[src/rtl/cdi_bus_pkg.sv]
// Shared types, CD-i memory map constants and the region decoder used by the bus controller.
package cdi_bus_pkg;

    typedef enum logic [3:0] {
        REG_NONE     = 4'd0,
        REG_RAM_A    = 4'd1,
        REG_RAM_B    = 4'd2,
        REG_CDIC     = 4'd3,
        REG_SLAVE    = 4'd4,
        REG_NVRAM    = 4'd5,
        REG_ROM      = 4'd6,
        REG_VSC      = 4'd7,
        REG_UNMAPPED = 4'd8
    } region_t;

    typedef enum logic [2:0] {StIdle, StWait, StAck, StErr, StRecover} state_t;

    localparam logic [23:0] RAM_A_LIMIT = 24'h07FFFF;
    localparam logic [23:0] RAM_B_BASE  = 24'h200000;
    localparam logic [23:0] RAM_B_LIMIT = 24'h27FFFF;
    localparam logic [23:0] CDIC_BASE   = 24'h300000;
    localparam logic [23:0] CDIC_LIMIT  = 24'h303FFF;
    localparam logic [23:0] SLAVE_BASE  = 24'h310000;
    localparam logic [23:0] SLAVE_LIMIT = 24'h31FFFF;
    localparam logic [23:0] NVRAM_BASE  = 24'h320000;
    localparam logic [23:0] NVRAM_LIMIT = 24'h321FFF;
    localparam logic [23:0] ROM_BASE    = 24'h400000;
    localparam logic [23:0] ROM_LIMIT   = 24'h47FFFF;
    localparam logic [23:0] VSC_BASE    = 24'h4FFFE0;
    localparam logic [23:0] VSC_LIMIT   = 24'h4FFFFF;

    function automatic logic in_range(input logic [23:0] b, input logic [23:0] lo,
                                      input logic [23:0] hi);
        return (b >= lo) && (b <= hi);
    endfunction

    // overlay must already be qualified with "this is a read" by the caller
    function automatic region_t decode_region(input logic [23:1] addr, input logic overlay);
        logic [23:0] b;
        b = {addr, 1'b0};
        if (b <= RAM_A_LIMIT)                       return overlay ? REG_ROM : REG_RAM_A;
        if (in_range(b, RAM_B_BASE, RAM_B_LIMIT))   return REG_RAM_B;
        if (in_range(b, CDIC_BASE, CDIC_LIMIT))     return REG_CDIC;
        if (in_range(b, SLAVE_BASE, SLAVE_LIMIT))   return REG_SLAVE;
        if (in_range(b, NVRAM_BASE, NVRAM_LIMIT))   return REG_NVRAM;
        if (in_range(b, ROM_BASE, ROM_LIMIT))       return REG_ROM;
        if (in_range(b, VSC_BASE, VSC_LIMIT))       return REG_VSC;
        return REG_UNMAPPED;
    endfunction

    function automatic logic is_ready_type(input region_t r);
        return (r == REG_CDIC) || (r == REG_SLAVE) || (r == REG_VSC);
    endfunction

    function automatic logic in_real_rom(input logic [23:1] addr);
        return in_range({addr, 1'b0}, ROM_BASE, ROM_LIMIT);
    endfunction

endpackage

[src/rtl/cpu_bus_ctrl.sv]
// SCC68070 external bus controller: region decode, wait states, ready handshake,
// boot ROM overlay and bus timeout.
module cpu_bus_ctrl
    import cdi_bus_pkg::*;
#(
    parameter int unsigned RAM_WAIT   = 1,
    parameter int unsigned ROM_WAIT   = 2,
    parameter int unsigned NVRAM_WAIT = 3,
    parameter int unsigned TIMEOUT    = 1023
) (
    input  logic        clk,
    input  logic        reset,
    input  logic        as,
    input  logic        uds,
    input  logic        lds,
    input  logic        write_strobe,
    input  logic [23:1] addr,
    input  logic [15:0] cpu_wdata,
    output logic [15:0] cpu_rdata,
    output logic        bus_ack,
    output logic        bus_err,
    output logic [2:0]  dev_sel,
    output logic        dev_req,
    output logic        dev_we,
    output logic        dev_uds,
    output logic        dev_lds,
    output logic [23:1] dev_addr,
    output logic [15:0] dev_wdata,
    input  logic [15:0] dev_rdata,
    input  logic        dev_ack
);

    function automatic int unsigned wait_of(input region_t r);
        case (r)
            REG_RAM_A, REG_RAM_B: return RAM_WAIT;
            REG_NVRAM:            return NVRAM_WAIT;
            REG_ROM:              return ROM_WAIT;
            default:              return 0;
        endcase
    endfunction

    state_t      state_q;
    region_t     region_q;
    logic        overlay_q;
    logic [9:0]  cnt_q;

    region_t     region_in;
    logic        start, complete, timeout, err_now, comp_we, comp_rom;

    always_comb begin
        region_in = decode_region(addr, overlay_q & ~write_strobe);
        start     = (state_q == StIdle) && as && (uds || lds);
        timeout   = (state_q == StWait) && is_ready_type(region_q) && !dev_ack &&
                    (cnt_q == 10'(TIMEOUT));
        complete  = 1'b0;
        if (start && region_in != REG_UNMAPPED && !is_ready_type(region_in) &&
            wait_of(region_in) == 0) begin
            complete = 1'b1;
        end else if (state_q == StWait) begin
            complete = is_ready_type(region_q) ? dev_ack :
                       (cnt_q == 10'(wait_of(region_q) - 1));
        end
        err_now   = timeout || (start && region_in == REG_UNMAPPED);
        // zero-wait accesses complete on the entry cycle, before the registers hold them
        comp_we   = start ? write_strobe : dev_we;
        comp_rom  = start ? in_real_rom(addr) : in_real_rom(dev_addr);
    end

    always_ff @(posedge clk) begin
        if (reset) begin
            state_q   <= StIdle;
            region_q  <= REG_NONE;
            overlay_q <= 1'b1;
            cnt_q     <= '0;
            cpu_rdata <= '0;
            bus_ack   <= 1'b0;
            bus_err   <= 1'b0;
            dev_sel   <= '0;
            dev_req   <= 1'b0;
            dev_we    <= 1'b0;
            dev_uds   <= 1'b0;
            dev_lds   <= 1'b0;
            dev_addr  <= '0;
            dev_wdata <= '0;
        end else begin
            bus_ack <= complete || err_now;
            bus_err <= err_now;
            if (complete) begin
                if (!comp_we) cpu_rdata <= dev_rdata;
                if (comp_rom) overlay_q <= 1'b0;
            end
            if (complete || err_now) begin
                dev_req <= 1'b0;
                dev_sel <= '0;
            end
            case (state_q)
                StIdle: begin
                    if (start) begin
                        dev_addr  <= addr;
                        dev_we    <= write_strobe;
                        dev_uds   <= uds;
                        dev_lds   <= lds;
                        dev_wdata <= cpu_wdata;
                        region_q  <= region_in;
                        cnt_q     <= '0;
                        if (region_in == REG_UNMAPPED) begin
                            state_q <= StErr;
                        end else if (complete) begin
                            state_q <= StAck;
                        end else begin
                            state_q <= StWait;
                            dev_req <= 1'b1;
                            dev_sel <= region_in[2:0];
                        end
                    end
                end
                StWait: begin
                    cnt_q <= cnt_q + 10'd1;
                    if (complete)     state_q <= StAck;
                    else if (timeout) state_q <= StErr;
                end
                StAck, StErr: state_q <= StRecover;
                StRecover:    state_q <= StIdle;
                default:      state_q <= StIdle;
            endcase
        end
    end

endmodule

[config.mk]
export PLATFORM = sky130hd
export DESIGN_NAME = cpu_bus_ctrl
export DESIGN_NICKNAME = d
export VERILOG_FILES = /design/src/rtl/cdi_bus_pkg.sv /design/src/rtl/cpu_bus_ctrl.sv
export SDC_FILE = /design/constraint.sdc
export NUM_CORES = 1
export LEC_CHECK = 0
export ABC_AREA = 0
export CAP_MARGIN = 15
export CORE_ASPECT_RATIO = 1.2
export CORE_MARGIN = 2
export CORE_UTILIZATION = 45
export DETAILED_ROUTE_END_ITERATION = 10
export GPL_ROUTABILITY_DRIVEN = 0
export PLACE_DENSITY = 0.77
export SLEW_MARGIN = 20
export SYNTH_ARGS = -nofsm -noshare
export SYNTH_HDL_FRONTEND = slang
export SYNTH_SLANG_ARGS = --single-unit
[constraint.sdc]
create_clock -name clk -period 3 [get_ports clk]
set_clock_uncertainty 0.2 [all_clocks]
set_input_delay 0.3 -clock clk [delete_from_list [all_inputs] [get_ports clk]]
set_output_delay 0.3 -clock clk [all_outputs]
set_load 0.005 [all_outputs]
==> metrics.md, run 1 <==
| Metric | Value |
|---|---|
| Post-synth EDFFs | `0` |
| Sw frac | `0.2408` |
| WP data required | `3.07 ns` |
| Initial antenna violation count | `0` |
| Total gr overflow | `0` |
| Post-CTS setup buffers | `0` |
| Die height | `101.3 um` |
| CP Launch Type | `register` |
| Clk pwr share | `0.376` |
| Yosys reg bits | `82` |
| Leak | `1.776 nW` |
| Fin crit share | `0.9151` |
| Synth Area in Simple Gates | `0.2768` |
| Adder-cell share of the synthesized area | `0.007042` |
| DRC | `0` |
| Synth Cell Area | `3553 um2` |
| Via density | `5.276` |
| Hold WC Path Type | `reg2reg` |
| Hold_buf cts | `0` |
| Post-route insts no fill | `642` |
| Hold Vio Cnt, Final | `0` |
| Port Buf Inserts | `125` |
| Max Freq | `364.3 MHz` |
| Hold slack | `0.2561 ns` |
| Clk_lat worst skew | `0.35 ns` |
| TritonCTS clock tree | `yes` |
| Sequential share of the synthesized area | `0.4620` |
| Std cell rows | `35` |
| Total Wirelength | `9035 um` |
| Crit path time final | `2.745 ns` |
| Crit-path cells | `xnor2_1 > or3_1 > ha_1 > xor2_1 > nor4b_1 > o22ai_2 > a21oi_4 > buf_12 > mux2i_1` |
| Prevailing post-synth register cell | `dfxtp_1` |
| Post_cts resized | `0` |
| Slew @ Worst Pin | `0.7115 ns` |
| Critical path's largest stage delay | `0.48 ns` |
| Remaining antenna violation count | `0` |
| Max-slew headroom | `0.5256` |
| TritonCTS Sinks | `82` |
| Number of top-level pins | `126` |
| Worst EP arrival | `2.81 ns` |
| Mux cell area share after synthesis | `0.04507` |
| Placed insts | `626` |
| Mapped Nets | `492` |
| CTS root buffer | `clkbuf_8` |
| DIE WIDTH | `85.12 um` |
| Vias | `3387` |
| First-iteration detailed-routing DRC count | `125` |
| Synth Area in Compound Gates | `0.1496` |
| Worst-path clk slew | `0.08 ns` |
| Initial Util | `0.4637` |
| Most frequent cells in the layout | `clkdlybuf4s50_1 (124), nand2_1 (99), dfxtp_1 (82)` |
| Synthesis-to-finish area growth | `43.91%` |
| Max-Cap Viols | `0` |
| Outcome | `complete, no violations` |
| Tot GR Track Use | `0.2125` |
| CTS H-tree depth | `3` |
| Logic pwr share | `0.158` |
| Placeable core area | `7664 um2` |
| Pre-CTS setup slack | `0.2410 ns` |
| Total chip power | `2.516 mW` |
| Setup CP Type | `reg2reg` |
| VDD IR max | `0.3951 mV` |
| Post-synth cell types | `48` |
| Async S/R FF share, synth | `0` |
| Layout cell share with drive strength beyond 1 | `0.05455` |
| RSZ-0062 raised after global routing | `false` |
| Post-Synth XOR/XNOR Area | `0.01725` |
| Drt wl/cell | `14.07 um` |
| CTS max path bufs | `2` |
| ANT cells | `0` |
| Global-route wire length before repair | `14900 um` |
| Commonest non-fill, non-tap cell in the layout | `clkdlybuf4s50_1` |
| Largest family of logic cells by synthesized area | `simple AND/OR/NAND/NOR gates` |
| Final setup viols | `0` |
| Core Util, Final | `0.6673` |
| Post-DP Area | `4880 um2` |
| Pre-Repair DR Iteration Count | `4` |
| Avg Cell Area, Syn | `8.302 um2` |
| PwrDens | `492.0 nW/um2` |
| Layout Nets | `609` |
| Post-route worst setup slack | `0.2548 ns` |
| Finished Cell Area | `5114 um2` |
| Sequential Power Share | `0.466` |
| Largest net degree at the start of global routing | `53` |
| Mapped Cells | `428` |
| Post-detail-place hpwl | `6449 um` |
| Crit-path max FO | `16` |
| Synth warn | `0` |
| Filler cell count | `636` |
| TNS Setup | `0 ns` |
| Pint | `1.910 mW` |
| Inserted Clock Buffers | `9` |
| Vias in the first global route | `3331` |
| Final Slew Violations | `0` |
| Switch Pwr | `0.6057 mW` |
| Slowest CP cell | `dfxtp_1` |
| Die Footprint | `8626 um2` |
| CP Capture Type | `register` |
-- power by group through the flow --
stage	clock network, mW	logic, mW	registers (mW)
after CTS	0.966	0.401	1.17
after global routing	1.01	0.438	1.18
final	0.946	0.397	1.17
after global placement	0	0.394	1.20
after floorplan	0	0.170	1.20
after detailed placement	0	0.398	1.20
-- cells by family (layout without fill, tap and decap cells) --
group,count (synthesis),after routing
and+or+nand+nor,201,201
xor gates and xnor gates,7,7
adders and majority gates,2,2
buffers and inverters,32,154
muxes,16,16
AOI/OAI and AO/OA,88,88
DFF,82,82
-- per-layer routing --
metal	wire [um]	part of all wire	track usage
met5	0	0	0
met4	175	0.019	0.08913
met3	694	0.077	0.06927
met2	4340	0.48	0.3666
met1	3824	0.42	0.2419
-- cells in the mapped netlist, drive strengths merged, types with 2 or more instances --
master | count | area share
nand2 | 99 | 0.10
nand2b | 37 | 0.065
a21o | 2 | 0.0042
xor2 | 4 | 0.0099
nor2 | 13 | 0.014
a31oi | 2 | 0.0035
or4 | 2 | 0.0042
dfxtp | 82 | 0.46
a21oi | 58 | 0.085
nor4 | 6 | 0.011
nand3 | 9 | 0.013
xnor2 | 3 | 0.0074
o21ai | 5 | 0.0070
a211oi | 3 | 0.0063
clkbuf | 20 | 0.021
nor3b | 3 | 0.0063
mux2i | 16 | 0.045
nand4 | 8 | 0.014
or3b | 3 | 0.0074
inv | 5 | 0.0053
ha | 2 | 0.0070
nor3 | 10 | 0.014
o22ai | 4 | 0.0088
nand3b | 2 | 0.0042
a31o | 2 | 0.0049
nor4b | 3 | 0.0074
o21bai | 2 | 0.0042
and4 | 2 | 0.0049
buf | 7 | 0.016
-- final timing paths --
check,cells past startpoint,slack [ns],to,from
worst min register to register,2,0.26,dev_addr[17]$_SDFFE_PP0P_,dev_addr[17]$_SDFFE_PP0P_
worst max register to register,9,0.25,cpu_rdata[8]$_SDFFE_PP0P_,region_q[0]$_SDFFE_PP0P_
worst min-delay path,2,0.26,dev_addr[17]$_SDFFE_PP0P_,dev_addr[17]$_SDFFE_PP0P_
worst max-delay path,9,0.25,cpu_rdata[8]$_SDFFE_PP0P_,region_q[0]$_SDFFE_PP0P_
-- registers in the layout, summed over array words and instances (netlist names) --
| register | cells |
|---|---|
| bus_ack | 1 |
| bus_err | 1 |
| cnt_q | 10 |
| cpu_rdata | 16 |
| dev_addr | 23 |
| dev_lds | 1 |
| dev_req | 1 |
| dev_sel | 3 |
| dev_uds | 1 |
| dev_wdata | 16 |
| dev_we | 1 |
| overlay_q | 1 |
| region_q | 4 |
| state_q | 3 |
-- layout make-up --
cell class | count | area (um2) | share of cell area
clock inverter | 5 | 102.6 | 0.02006
clock buffer | 11 | 131.4 | 0.02569
timing repair buffer | 133 | 1331 | 0.2603
tap | 92 | 115.1 | 0.02251
multi-input combinational | 314 | 1773 | 0.3467
sequential | 82 | 1642 | 0.3210
inverter | 5 | 18.77 | 0.003670
-- critical path: cells and delay by family, from the launching register on --
kind	cells	cell delay, ns
adder cells (fa/ha/maj)	1	0.29
AND/OR/NAND/NOR	2	0.62
XOR/XNOR	2	0.28
buffers and inverters	1	0.18
AO/OA/AOI/OAI	2	0.41
flip-flops	1	0.48
multiplexers	1	0.20
Note: power is estimated with default switching activity, not from simulation.
==> run 2, diff against run 1 <==
CAP_MARGIN = 30   (was 15)
RECOVER_POWER = 100   (was default)
==> run 2 against run 1 <==
- the run now ends with capacitance limit, slew limit left
- hold slack got worse by 0.0033 ns
- combinational power shrank 5.3%
- sequential cell count unchanged
- final area is 0.37% lower
- total power down 0.84%
- cell count unchanged
- setup slack better by 0.0030 ns
- critical path depth did not move
- largest power group unchanged
==> metrics.md, run 2 (synthesis gave the netlist of run 1 again) <==
| Metric | Value |
|---|---|
| TNS Setup | `0 ns (unchanged)` |
| Failing checks | `capacitance limit, slew limit` |
| Leak | `1.967 nW (was 1.776 nW)` |
| Std cell rows | `35 (unchanged)` |
| Crit-path cells | `xnor2_1 > or3_1 > ha_1 > xor2_1 > nor4b_1 > o22ai_2 > a21oi_4 > buf_12 > mux2i_1 (unchanged)` |
| Setup CP Type | `reg2reg (unchanged)` |
| Vias | `3389 (was 3387)` |
| Max Freq | `364.7 MHz (was 364.3 MHz)` |
| WP data required | `3.06 ns (was 3.07 ns)` |
| Drt wl/cell | `14.06 um (was 14.07 um)` |
| Outcome | `finished, violations left (was complete, no violations)` |
| Largest net degree at the start of global routing | `53 (unchanged)` |
| CP Buf/Inv Count | `1 (unchanged)` |
| PwrDens | `489.6 nW/um2 (was 492.0 nW/um2)` |
| Largest register FFs | `23 (unchanged)` |
| Register with the most flip-flops | `dev_addr (unchanged)` |
| Initial Util | `0.4637 (unchanged)` |
| Hold WC Path Type | `reg2reg (unchanged)` |
| CP delay by family, top | `simple AND/OR/NAND/NOR gates (unchanged)` |
| R2R Setup Slk | `0.26 ns (was 0.25 ns)` |
| ANT cells | `0 (unchanged)` |
| DRC | `0 (unchanged)` |
| Filler cell count | `642 (was 636)` |
| Largest regs | `dev_addr: 23 flops, cpu_rdata: 16 flops, dev_wdata: 16 flops (unchanged)` |
| Worst EP arrival | `2.81 ns (about the same)` |
| Worst r2r src | `region_q[0]$_SDFFE_PP0P_ (unchanged)` |
| TritonCTS Sinks | `82 (unchanged)` |
| Placeable core area | `7664 um2 (unchanged)` |
| Max-Cap Viols | `1 (was 0)` |
| Pre-Repair DR Iteration Count | `4 (unchanged)` |
| TritonCTS clock tree | `yes (unchanged)` |
| Fin crit share | `0.9140 (was 0.9151)` |
| VDD IR max | `0.3954 mV (was 0.3951 mV)` |
| Area occupied by registers | `1642 um2 (unchanged)` |
| CP Launch Type | `register (unchanged)` |
| Hold Startpoint | `dev_addr[17]$_SDFFE_PP0P_ (unchanged)` |
| Hold_buf cts | `0 (unchanged)` |
| RSZ-0062 raised after global routing | `false (unchanged)` |
| Slowest CP cell | `dfxtp_1 (unchanged)` |
| CTS H-tree depth | `3 (unchanged)` |
| Hold Vio Cnt, Final | `0 (unchanged)` |
| Max-slew headroom | `-0.09141 (was 0.5256)` |
| Die height | `101.3 um (unchanged)` |
| Initial antenna violation count | `0 (unchanged)` |
| Tot GR Track Use | `0.2125 (unchanged)` |
| Layout Nets | `609 (unchanged)` |
| Most frequent cells in the layout | `nand2_1 (99), dfxtp_1 (82), dlygate4sd3_1 (65) (was clkdlybuf4s50_1 (124), nand2_1 (99), dfxtp_1 (82))` |
| Crit path time final | `2.742 ns (was 2.745 ns)` |
| CP Capture Type | `register (unchanged)` |
| Worst-path clk slew | `0.08 ns (about the same)` |
| CTS root buffer | `clkbuf_8 (unchanged)` |
| Remaining antenna violation count | `0 (unchanged)` |
| Total Wirelength | `9028 um (was 9035 um)` |
| Vias in the first global route | `3331 (unchanged)` |
| Post-CTS setup buffers | `0 (unchanged)` |
| Placed insts | `626 (unchanged)` |
| Number of top-level pins | `126 (unchanged)` |
| Multi-input logic area | `1762 um2 (was 1773 um2)` |
| Post-detail-place hpwl | `6449 um (unchanged)` |
| Commonest non-fill, non-tap cell in the layout | `nand2_1 (was clkdlybuf4s50_1)` |
| Reg2reg end | `cpu_rdata[8]$_SDFFE_PP0P_ (unchanged)` |
| Min-Delay Endpoint | `dev_addr[17]$_SDFFE_PP0P_ (unchanged)` |
| Critical path's largest stage delay | `0.48 ns (about the same)` |
| Global-route wire length before repair | `14900 um (unchanged)` |
| Port Buf Inserts | `125 (unchanged)` |
| CTS max path bufs | `2 (unchanged)` |
| Total chip power | `2.495 mW (was 2.516 mW)` |
| DIE WIDTH | `85.12 um (unchanged)` |
| Final setup viols | `0 (unchanged)` |
| Final Slew Violations | `23 (was 0)` |
| Total gr overflow | `0 (unchanged)` |
| Post-route insts no fill | `642 (unchanged)` |
| Clk_lat worst skew | `0.35 ns (about the same)` |
| Crit-path max FO | `16 (unchanged)` |
| Die Footprint | `8626 um2 (unchanged)` |
| Inserted Clock Buffers | `9 (unchanged)` |
| Hold path cells | `2 (unchanged)` |
| Slew @ Worst Pin | `1.626 ns (was 0.7115 ns)` |
| First-iteration detailed-routing DRC count | `141 (was 125)` |
| Via density | `5.279 (was 5.276)` |
| Layout cell share with drive strength beyond 1 | `0.04909 (was 0.05455)` |
| Synthesis-to-finish area growth | `43.38% (was 43.91%)` |
| Post_cts resized | `0 (unchanged)` |
| Worst reg2reg path depth | `9 (unchanged)` |
## run 2: cell types whose count changed in the layout (fill, tap and decap cells not counted), sizes merged
cell           delta
clkbuf            +2
buf               -2
clkdlybuf4s50    -65
dlygate4sd3      +65
## run 2: layout make-up
class / count / share of cell area
clock buffer: 11 / 0.02579
clock inverter: 5 / 0.02014
inverter: 5 / 0.003684
multi-input combinational: 314 / 0.3458
sequential: 82 / 0.3222
tap: 92 / 0.02259
timing repair buffer: 133 / 0.2598
## run 2: per-layer routing
layer | vias up | share of wire | track usage
met5 | - | 0 | 0
met3 | 11 | 0.076 | 0.06927
met4 | 0 | 0.017 | 0.08913
li1 | 1709 | - | -
met2 | 100 | 0.49 | 0.3666
met1 | 1569 | 0.42 | 0.2419
## run 2: power breakdown
group / switching, mW / internal, mW
Clock: 0.395 / 0.553
Sequential: 0.0316 / 1.14
Combinational: 0.178 / 0.198
## run 2: worst register-to-register path: cells and delay by family (launching register included)
family,cells,cell delay (ns)
multiplexers,1,0.21
flip-flops,1,0.48
buffers and inverters,1,0.18
adder cells (fa/ha/maj),1,0.29
AND/OR/NAND/NOR,2,0.62
AO/OA/AOI/OAI,2,0.41
XOR/XNOR,2,0.28
## run 2: stage by stage
step	setup slack (ns)	util	area (um2)	hold slack, ns
5_1_grt	0.004379	0.6648	5095	0.2675
6_report	0.2579	0.6648	5095	0.2528
3_5_place_dp	0.2410	0.6367	4880	0.2453
4_1_cts	0.2368	0.6673	5114	0.2567
3_3_place_gp	0.4243	0.6367	4880	0.2411
2_1_floorplan	0.2768	-	3553	0.2360
## run 2: how the worst max path moves through the flow
| stage | startpoint | slack, ns | cells past startpoint | to |
|---|---|---|---|---|
| final | region_q[0]$_SDFFE_PP0P_ | 0.26 | 9 | cpu_rdata[8]$_SDFFE_PP0P_ |
| after global routing | region_q[0]$_SDFFE_PP0P_ | 0.004 | 9 | cpu_rdata[14]$_SDFFE_PP0P_ |
| after CTS | region_q[0]$_SDFFE_PP0P_ | 0.24 | 9 | cpu_rdata[8]$_SDFFE_PP0P_ |
| after detailed placement | region_q[0]$_SDFFE_PP0P_ | 0.24 | 9 | cpu_rdata[8]$_SDFFE_PP0P_ |
| after global placement | region_q[0]$_SDFFE_PP0P_ | 0.42 | 9 | cpu_rdata[12]$_SDFFE_PP0P_ |
| after floorplan | region_q[0]$_SDFFE_PP0P_ | 0.28 | 10 | cpu_rdata[10]$_SDFFE_PP0P_ |
==> run 3, diff against run 2 <==
CORE_UTILIZATION = 41   (was 45)
PLACE_DENSITY = 0.74   (was 0.77)
SETUP_SLACK_MARGIN = 0.3   (was default)
clock period = 2.4 ns   (was 3 ns; I/O delays follow)
==> run 3 against run 2 <==
- the flow finishes with violations (setup timing)
- global-route usage decreased by 0.83 points
- critical path depth did not move
- register-to-register slack got worse by 0.30 ns
- setup slack got worse by 0.30 ns
- critical path type unchanged
- critical endpoint unchanged
- largest power group unchanged
==> metrics.md, run 3 (synthesis gave the netlist of run 1 again) <==
| Metric | Value |
|---|---|
| Total gr overflow | `0 (unchanged)` |
| Leak | `2.062 nW (was 1.967 nW)` |
| Vias in the first global route | `3372 (was 3331)` |
| Crit-path cells | `xnor2_1 > or3_4 > ha_4 > xor2_2 > nor4b_4 > o22ai_4 > a21oi_4 > buf_12 > mux2i_1 (was xnor2_1 > or3_1 > ha_1 > xor2_1 > nor4b_1 > o22ai_2 > a21oi_4 > buf_12 > mux2i_1)` |
| Largest register FFs | `23 (unchanged)` |
| Hold slack | `0.2307 ns (was 0.2528 ns)` |
| Slowest CP cell | `dfxtp_4 (was dfxtp_1)` |
| Worst reg2reg path depth | `9 (unchanged)` |
| Pre-Repair DR Iteration Count | `4 (unchanged)` |
| CTS max path bufs | `2 (unchanged)` |
| Met1 GRT Util | `0.2446 (was 0.2419)` |
| Total Wirelength | `9442 um (was 9028 um)` |
| ANT cells | `0 (unchanged)` |
| TritonCTS clock tree | `yes (unchanged)` |
| First-iteration detailed-routing DRC count | `158 (was 141)` |
| Drt wl/cell | `13.82 um (was 14.06 um)` |
| CP delay by family, top | `simple AND/OR/NAND/NOR gates (unchanged)` |
| Layout cell share with drive strength beyond 1 | `0.1007 (was 0.04909)` |
| Clk_lat worst skew | `0.35 ns (about the same)` |
| Met2 usage | `0.3428 (was 0.3666)` |
| Die Footprint | `9431 um2 (was 8626 um2)` |
| Outcome | `finished, violations left (unchanged)` |
| Global-route wire length before repair | `15360 um (was 14900 um)` |
| Placeable core area | `8518 um2 (was 7664 um2)` |
| Final setup viols | `16 (was 0)` |
| Std cell rows | `37 (was 35)` |
| Most frequent cells in the layout | `nand2_1 (99), dfxtp_1 (81), dlygate4sd3_1 (65) (was nand2_1 (99), dfxtp_1 (82), dlygate4sd3_1 (65))` |
| Slew @ Worst Pin | `1.138 ns (was 1.626 ns)` |
| Number of top-level pins | `126 (unchanged)` |
| Post-route worst setup slack | `-0.04391 ns (was 0.2579 ns)` |
| Fin crit share | `1.018 (was 0.9140)` |
| Remaining antenna violation count | `0 (unchanged)` |
| Filler cell count | `775 (was 642)` |
| CTS root buffer | `clkbuf_8 (unchanged)` |
| PwrDens | `582.3 nW/um2 (was 489.6 nW/um2)` |
| Die height | `106.0 um (was 101.3 um)` |
| TritonCTS Sinks | `82 (unchanged)` |
| M3 GR Usage | `0.06134 (was 0.06927)` |
| Hold_buf cts | `0 (unchanged)` |
| Post-DP Area | `5009 um2 (was 4880 um2)` |
| RSZ-0062 raised after global routing | `true (was false)` |
| Largest net degree at the start of global routing | `46 (was 53)` |
| Port Buf Inserts | `125 (unchanged)` |
| Final Slew Violations | `0 (was 23)` |
| Max-Cap Viols | `0 (was 1)` |
| CTS H-tree depth | `3 (unchanged)` |
| Critical Path Stages | `9 (unchanged)` |
| Layout Nets | `625 (was 609)` |
| Largest regs | `dev_addr: 23 flops, cpu_rdata: 16 flops, dev_wdata: 16 flops (unchanged)` |
| Initial antenna violation count | `0 (unchanged)` |
| Worst EP arrival | `2.52 ns (was 2.81 ns)` |
| Max Freq | `409.2 MHz (was 364.7 MHz)` |
| Hold WC Path Type | `in2reg (was reg2reg)` |
| Commonest non-fill, non-tap cell in the layout | `nand2_1 (unchanged)` |
| CP Launch Type | `register (unchanged)` |
| Initial Util | `0.4172 (was 0.4637)` |
| Hold Vio Cnt, Final | `0 (unchanged)` |
| Crit path time final | `2.444 ns (was 2.742 ns)` |
| Via density | `5.054 (was 5.279)` |
| Crit-path max FO | `16 (unchanged)` |
| Tot GR Track Use | `0.2042 (was 0.2125)` |
| Register with the most flip-flops | `dev_addr (unchanged)` |
| Vias | `3452 (was 3389)` |
| Failing checks | `setup timing (was capacitance limit, slew limit)` |
| CP Buf/Inv Count | `1 (unchanged)` |
| Synthesis-to-finish area growth | `49.82% (was 43.38%)` |
| DRC | `0 (unchanged)` |
| GRT Max-Usage Layer | `met2 (unchanged)` |
| Worst-path clk slew | `0.08 ns (about the same)` |
| VDD IR max | `0.3625 mV (was 0.3954 mV)` |
| Post-detail-place hpwl | `6851 um (was 6449 um)` |
| Critical path's largest stage delay | `0.36 ns (was 0.48 ns)` |
| Finished Cell Area | `5324 um2 (was 5095 um2)` |
| Hold path cells | `3 (was 2)` |
| CP Capture Type | `register (unchanged)` |
| DIE WIDTH | `88.99 um (was 85.12 um)` |
| Max-slew headroom | `0.2414 (was -0.09141)` |
| WP data required | `2.48 ns (was 3.06 ns)` |
| Setup CP Type | `reg2reg (unchanged)` |
| Inserted Clock Buffers | `9 (unchanged)` |
[run 3: changes by cell type in the layout (fill, tap and decap cells not counted), sizes merged]
cell,before,now
clkbuf,13,15
clkinv,1,2
clkinvlp,1,0
inv,5,6
buf,7,21
bufinv,3,2
[run 3: stage by stage]
step	util	setup slack [ns]	total power, mW	setup TNS, ns	cells
after floorplan	-	-0.1320	1.710	-1.320	428
after global placement	0.5880	-0.02814	2.009	-0.4275	663
after detailed placement	0.5880	-0.1560	2.020	-2.344	663
after CTS	0.6204	-0.09669	3.157	-1.052	682
after global routing	0.6250	-0.1844	3.241	-3.937	683
final	0.6250	-0.04391	3.100	-0.3703	683
[run 3: timing repair]
action / CTS / global route
pin swaps: 2 / 1
endpoints found under the setup margin: 24 / 45
setup buffers: 3 / 1
resized for setup: 6 / 8
[run 3: area by class of cell]
class,instances,area [um2],area share
Clock buffer,11,141.4,0.02656
Clock inverter,5,86.33,0.01622
Inverter,5,18.77,0.003525
Multi-Input combinational cell,314,1844,0.3464
Sequential cell,82,1645,0.3090
Tap cell,117,146.4,0.02750
Timing Repair Buffer,149,1441,0.2707
[run 3: worst register-to-register path, cell delays in order (launching register included)]
cell     delay (ns)
dfxtp_4        0.36
xnor2_1        0.12
or3_4          0.34
ha_4           0.28
xor2_2         0.14
nor4b_4        0.26
o22ai_4        0.13
a21oi_4        0.16
buf_12         0.18
mux2i_1        0.20
[run 3: power by group]
part / switching (mW) / total [mW] / internal [mW]
Combinational: 0.237 / 0.503 / 0.266
Clock: 0.511 / 1.13 / 0.622
Sequential: 0.0395 / 1.46 / 1.42
Total: 0.788 / 3.10 / 2.31
[run 3: final timing paths]
kind | from | end | slack, ns
min reg2reg | dev_wdata[11]$_SDFFE_PP0P_ | dev_wdata[11]$_SDFFE_PP0P_ | 0.25
min | cpu_wdata[9] | dev_wdata[9]$_SDFFE_PP0P_ | 0.23
max | region_q[1]$_SDFFE_PP0P_ | cpu_rdata[8]$_SDFFE_PP0P_ | -0.04
max reg2reg | region_q[1]$_SDFFE_PP0P_ | cpu_rdata[8]$_SDFFE_PP0P_ | -0.04
[run 3: per-layer routing]
| layer | part of all wire | routed length, um |
|---|---|---|
| met4 | 0.019 | 182 |
| met5 | 0 | 0 |
| met3 | 0.068 | 641 |
| met1 | 0.42 | 4001 |
| met2 | 0.49 | 4617 |
